<file path="config.mk">
export PLATFORM = sky130hd
export DESIGN_NAME = seq_restoring_divider
export DESIGN_NICKNAME = d
export VERILOG_FILES = /design/src/rtl/seq_restoring_divider.sv
export SDC_FILE = /design/constraint.sdc
export NUM_CORES = 1
export LEC_CHECK = 0
export BUFFER_PORTS_ARGS = -buffer_cell sky130_fd_sc_hd__buf_2
export CORE_UTILIZATION = 35
export CTS_BUF_LIST = sky130_fd_sc_hd__clkbuf_4
export DETAILED_ROUTE_END_ITERATION = 8
export PLACE_DENSITY = 0.54
export SKIP_CTS_REPAIR_TIMING = 1
export SLEW_MARGIN = 20
export SYNTH_ARGS = -nofsm -noshare
export SYNTH_HDL_FRONTEND = slang
export SYNTH_SLANG_ARGS = --single-unit
</file>
<file path="constraint.sdc">
create_clock -name clk -period 2.5 [get_ports clk]
set_input_delay 0.5 -clock clk [delete_from_list [all_inputs] [get_ports clk]]
set_output_delay 0.5 -clock clk [all_outputs]
set_load 0.005 [all_outputs]
</file>
<file path="src/rtl/seq_restoring_divider.sv">
// Iterative restoring divider: one quotient bit per clock, one shared subtractor.
// Optional two's-complement mode is enabled by defining DIV_SIGNED_EN.
module seq_restoring_divider #(
    parameter int WIDTH = 8
) (
    input  logic             clk,
    input  logic             rst,
    input  logic             start,
    input  logic [WIDTH-1:0] dividend,
    input  logic [WIDTH-1:0] divisor,
    output logic             busy,
    output logic             done,
    output logic [WIDTH-1:0] quotient,
    output logic [WIDTH-1:0] remainder,
    output logic             div_by_zero
);

    localparam int CW = $clog2(WIDTH + 1);

    typedef enum logic [1:0] {
        IDLE = 2'd0,
        CALC = 2'd1,
        DONE = 2'd2
    } state_t;

    state_t           state_q, state_d;
    logic [CW-1:0]    cnt_q, cnt_d;
    logic             dbz_q, dbz_d;
    logic [WIDTH-1:0] quo_hold_q, quo_hold_d;
    logic [WIDTH-1:0] rem_hold_q, rem_hold_d;
    logic             dbz_hold_q, dbz_hold_d;

    logic [WIDTH-1:0] rem_q, rem_d;
    logic [WIDTH-1:0] quo_q, quo_d;
    logic [WIDTH-1:0] dvs_q, dvs_d;

    logic [WIDTH:0]   shifted;
    logic             fits;
    logic [WIDTH-1:0] diff;
    logic [WIDTH-1:0] dvd_mag, dvs_mag;
    logic [WIDTH-1:0] res_quo, res_rem;

`ifdef DIV_SIGNED_EN
    logic qneg_q, qneg_d;
    logic rneg_q, rneg_d;

    function automatic logic [WIDTH-1:0] abs_val(input logic signed [WIDTH-1:0] v);
        logic [WIDTH-1:0] u;
        u = v;
        return v[WIDTH-1] ? (~u + WIDTH'(1)) : u;
    endfunction

    // The most-negative magnitude negates onto itself, giving the wrapped quotient.
    function automatic logic [WIDTH-1:0] apply_sign(input logic [WIDTH-1:0] mag, input logic neg);
        logic signed [WIDTH-1:0] s;
        s = $signed(mag);
        return neg ? $unsigned(-s) : mag;
    endfunction

    assign dvd_mag = abs_val(dividend);
    assign dvs_mag = abs_val(divisor);
    assign res_quo = dbz_q ? quo_q : apply_sign(quo_q, qneg_q);
    assign res_rem = dbz_q ? rem_q : apply_sign(rem_q, rneg_q);
`else
    assign dvd_mag = dividend;
    assign dvs_mag = divisor;
    assign res_quo = quo_q;
    assign res_rem = rem_q;
`endif

    // Partial remainder stays below the divisor, so the low WIDTH bits of the difference suffice.
    assign shifted = {rem_q, quo_q[WIDTH-1]};
    assign fits    = shifted >= {1'b0, dvs_q};
    assign diff    = shifted[WIDTH-1:0] - dvs_q;

    always_comb begin
        state_d    = state_q;
        cnt_d      = cnt_q;
        dbz_d      = dbz_q;
        quo_hold_d = quo_hold_q;
        rem_hold_d = rem_hold_q;
        dbz_hold_d = dbz_hold_q;
        rem_d      = rem_q;
        quo_d      = quo_q;
        dvs_d      = dvs_q;
`ifdef DIV_SIGNED_EN
        qneg_d     = qneg_q;
        rneg_d     = rneg_q;
`endif
        case (state_q)
            IDLE: begin
                if (start) begin
                    dvs_d = dvs_mag;
`ifdef DIV_SIGNED_EN
                    qneg_d = dividend[WIDTH-1] ^ divisor[WIDTH-1];
                    rneg_d = dividend[WIDTH-1];
`endif
                    if (divisor == '0) begin
                        dbz_d   = 1'b1;
                        quo_d   = '1;
                        rem_d   = dividend;
                        state_d = DONE;
                    end else begin
                        dbz_d   = 1'b0;
                        quo_d   = dvd_mag;
                        rem_d   = '0;
                        cnt_d   = CW'(WIDTH);
                        state_d = CALC;
                    end
                end
            end
            CALC: begin
                rem_d = fits ? diff : shifted[WIDTH-1:0];
                quo_d = {quo_q[WIDTH-2:0], fits};
                cnt_d = cnt_q - CW'(1);
                if (cnt_q == CW'(1)) begin
                    state_d = DONE;
                end
            end
            DONE: begin
                quo_hold_d = res_quo;
                rem_hold_d = res_rem;
                dbz_hold_d = dbz_q;
                state_d    = IDLE;
            end
            default: state_d = IDLE;
        endcase
    end

    always_ff @(posedge clk) begin
        if (rst) begin
            state_q    <= IDLE;
            cnt_q      <= '0;
            dbz_q      <= 1'b0;
            quo_hold_q <= '0;
            rem_hold_q <= '0;
            dbz_hold_q <= 1'b0;
        end else begin
            state_q    <= state_d;
            cnt_q      <= cnt_d;
            dbz_q      <= dbz_d;
            quo_hold_q <= quo_hold_d;
            rem_hold_q <= rem_hold_d;
            dbz_hold_q <= dbz_hold_d;
        end
    end

    always_ff @(posedge clk) begin
        rem_q <= rem_d;
        quo_q <= quo_d;
        dvs_q <= dvs_d;
`ifdef DIV_SIGNED_EN
        qneg_q <= qneg_d;
        rneg_q <= rneg_d;
`endif
    end

    // Results are presented live during DONE and held from the registers afterwards.
    assign done        = (state_q == DONE);
    assign busy        = (state_q != IDLE);
    assign quotient    = done ? res_quo : quo_hold_q;
    assign remainder   = done ? res_rem : rem_hold_q;
    assign div_by_zero = done ? dbz_q : dbz_hold_q;

endmodule

</file>
==> impl_metrics.env <==
export IMPL_insertedDiodeCount=0
export IMPL_std_cell_rows=30
export IMPL_drt_pre_antenna_iters=4
export IMPL_initial_utilization=0.3652
export IMPL_synth_top_flop_cell="sky130_fd_sc_hd__edfxtp_1"
export IMPL_nature_of_the_critical_path_endpoint="output port"
export IMPL_die_area_um2=7470
export IMPL_combinational_family_with_the_most_area_after_synthesis="simple AND/OR/NAND/NOR gates"
export IMPL_crit_type="reg2out"
export IMPL_final_period_minus_worst_setup_slack_ps=2283
export IMPL_tightest_slew_ps=498.8
export IMPL_clk_root_buffer_cell="sky130_fd_sc_hd__clkbuf_4"
export IMPL_worstReg2RegStart="rem_q[5]$_DFFE_PP_"
export IMPL_synth_xor_area_frac=0.01755
export IMPL_synth_lib_cells_used_distinct=46
export IMPL_worst_ir_drop_vdd_mv=0.2538
export IMPL_worstHoldEndpoint="dvs_q[7]$_DFFE_PP_"
export IMPL_worst_ep_required_time_ps=2000
export IMPL_finish_net_count=297
export IMPL_yosys_area_share_adder=0.05817
export IMPL_wire_per_inst_um=14.09
export IMPL_die_width_um=86.43
export IMPL_synthToLayoutAreaGrowth_pct=13.89
export IMPL_grt_overflow_total=0
export IMPL_synth_compound_area_frac=0.1324
export IMPL_clock_sink_count=48
export IMPL_hold_viol=0
export IMPL_drc_violations=0
export IMPL_timing_hold_worst_start="divisor[7]"
export IMPL_antenna_violating_nets_post_route=0
export IMPL_max_freq_mhz=438.0
export IMPL_r2r_end="rem_q[4]$_DFFE_PP_"
export IMPL_finalWorstSetupSlack_ps=217.0
export IMPL_cts_buffer_depth=2
export IMPL_syn_instance_count=226
export IMPL_finalClockSkew_ps=6.303
export IMPL_cts_htree_levels=2
export IMPL_final_min_period_over_clock_period=0.9132
export IMPL_place_hpwl_mm=3.784
export IMPL_layout_commonest_cell="sky130_fd_sc_hd__buf_2"
export IMPL_place_congestion=0.7594
export IMPL_cp_data_arrival_time_ps=1780
export IMPL_grt_max_degree=25
export IMPL_synth_warnings=0
export IMPL_power_static_leakage_uw=0.001226
export IMPL_netlist_area_um2=2495
export IMPL_path_clk_slew_ps=150
export IMPL_worstSkewPairLatency_ps=360
export IMPL_ff_to_ff_setup_slack_ps=400
export IMPL_synth_seq_area_share=0.4814
export IMPL_reg2regPathDepth=7
export IMPL_worst_hold_path_num_cells=1
export IMPL_synth_seq_cells=48
export IMPL_rsz_0062_raised_after_global_routing="no"
export IMPL_drv_cap=0
export IMPL_fraction_of_final_layout_cells_sized_beyond_drive_strength_1=0.2761
export IMPL_number_of_antenna_violations_at_the_first_check_in_global_routing=0
export IMPL_grt_first_pass_wirelength_mm=8.438
export IMPL_drt_total_wl_mm=5.128
export IMPL_vias_after_detailed_routing=1761
export IMPL_async_reset_ff_frac=0
export IMPL_result_of_the_run="complete, no violations"
export IMPL_synth_mux_area_frac=0.1143
export IMPL_numPortBuffers=37
export IMPL_avgSynthCellArea_um2=11.04
export IMPL_holdCritPathClass="in2reg"
export IMPL_setup_worst_path_start_class="flop"
export IMPL_drv_slew=0
export IMPL_relSlewSlack=0.6675
export IMPL_placeableCoreArea_um2=6832
export IMPL_design_portCount=38
export IMPL_detailedPlace_worstSlack_ps=421.0
export IMPL_fin_setup_tns_ps=0
export IMPL_groute_usage_overall=0.1490
export IMPL_synth_simple_gate_area_frac=0.1484
export IMPL_detail_route_iter0_violations=68
export IMPL_critPathMaxFanout=18
export IMPL_route_detailed_vias_per_inst=4.838
export IMPL_chipHeight_um=86.43
export IMPL_cts_made_buffers=5
export IMPL_grt_pass1_vias=1737
export IMPL_number_of_enable_flip_flop_cells_after_synthesis=24
export IMPL_finalCoreUtilization=0.4159
export IMPL_total_nets_after_synthesis=256
export IMPL_cellPowerDensity_nw_per_um2=626.7
export IMPL_setup_viol=0
export IMPL_tritoncts="yes"
export IMPL_layout_common_cells="sky130_fd_sc_hd__buf_2 (37), sky130_fd_sc_hd__edfxtp_1 (24), sky130_fd_sc_hd__dfxtp_1 (23)"
-- how the worst max path moves through the flow --
stage | slack, ps | endpoint | cells after the start | start
finish | 220 | remainder[4] | 4 | state_q[1]$_SDFFE_PP0P_
global route | 110 | remainder[4] | 4 | state_q[1]$_SDFFE_PP0P_
CTS | 80 | remainder[1] | 4 | state_q[1]$_SDFFE_PP0P_
detailed placement | 420 | rem_q[3]$_DFFE_PP_ | 7 | rem_q[5]$_DFFE_PP_
global placement | 410 | rem_q[3]$_DFFE_PP_ | 7 | rem_q[5]$_DFFE_PP_
floorplan | 650 | rem_q[2]$_DFFE_PP_ | 7 | rem_q[3]$_DFFE_PP_
-- logic make-up after synthesis --
group,after synthesis
buffers and inverters,24
and+or+nand+nor,68
AOI/OAI and AO/OA,47
DFF,48
adders and majority gates,11
xor gates and xnor gates,5
muxes,23
-- report_power, final --
part / switching, uW / total (uW) / internal, uW / leakage [uW]
clock: 262 / 382 / 120 / 0.0000336
combinational: 249 / 449 / 201 / 0.000758
sequential: 45.4 / 950 / 904 / 0.000435
total: 556 / 1780 / 1230 / 0.00123
-- flip-flops by register name (all words and copies together), names as in the netlist --
signal and cells:
cnt_q 4, state_q 2, quo_q 8, dbz_q 1, quo_hold_q 8, rem_hold_q 8
rem_q 8, dvs_q 8, dbz_hold_q 1
-- stage by stage --
step           instances  power (uW)  instance area [um2]  hold WS, ps
6_report             364        1781                 2841        328.1
3_3_place_gp         356        1418                 2785        474.1
2_1_floorplan        226        1298                 2495        451.8
4_1_cts              364        1802                 2840        318.2
5_1_grt              364        1893                 2841        300.0
3_5_place_dp         356        1421                 2785        480.0
-- final cells by class --
class,count,area [um2]
clock buffer,6,45.04
clock inverter,2,10.01
fill,731,3990
inverter,15,56.30
multi-input combinational,154,1177
sequential,48,1202
tap,96,120.1
timing repair buffer,43,230.2
-- per-layer routing --
layer / wire length (um) / track usage / vias to the layer above / part of all wire
met3: 140 / 0.03238 / 4 / 0.027
li1: - / - / 891 / -
met4: 49 / 0.04545 / 0 / 0.0096
met2: 2480 / 0.2547 / 24 / 0.48
met5: 0 / 0 / - / 0
met1: 2458 / 0.1887 / 842 / 0.48
-- Yosys cell counts, drive strengths merged (6+ instances only) --
cell type / number / area [um2]
mux2i: 6 / 60.06
mux2: 17 / 225.2
a21oi: 13 / 72.57
nor2: 15 / 58.81
nor2b: 23 / 143.9
ha: 10 / 125.1
inv: 15 / 56.30
nand2: 11 / 43.80
o21ai: 11 / 55.05
o22a: 7 / 61.31
edfxtp: 24 / 720.7
buf: 6 / 51.30
dfxtp: 24 / 480.5
-- critical path: stages (launching register included) --
cell and delay (ps):
sky130_fd_sc_hd__dfxtp_2 440, sky130_fd_sc_hd__nor2b_2 160, sky130_fd_sc_hd__buf_4 300, sky130_fd_sc_hd__mux2_2 380, sky130_fd_sc_hd__buf_2 130
Power figures use the tool's default switching activity.
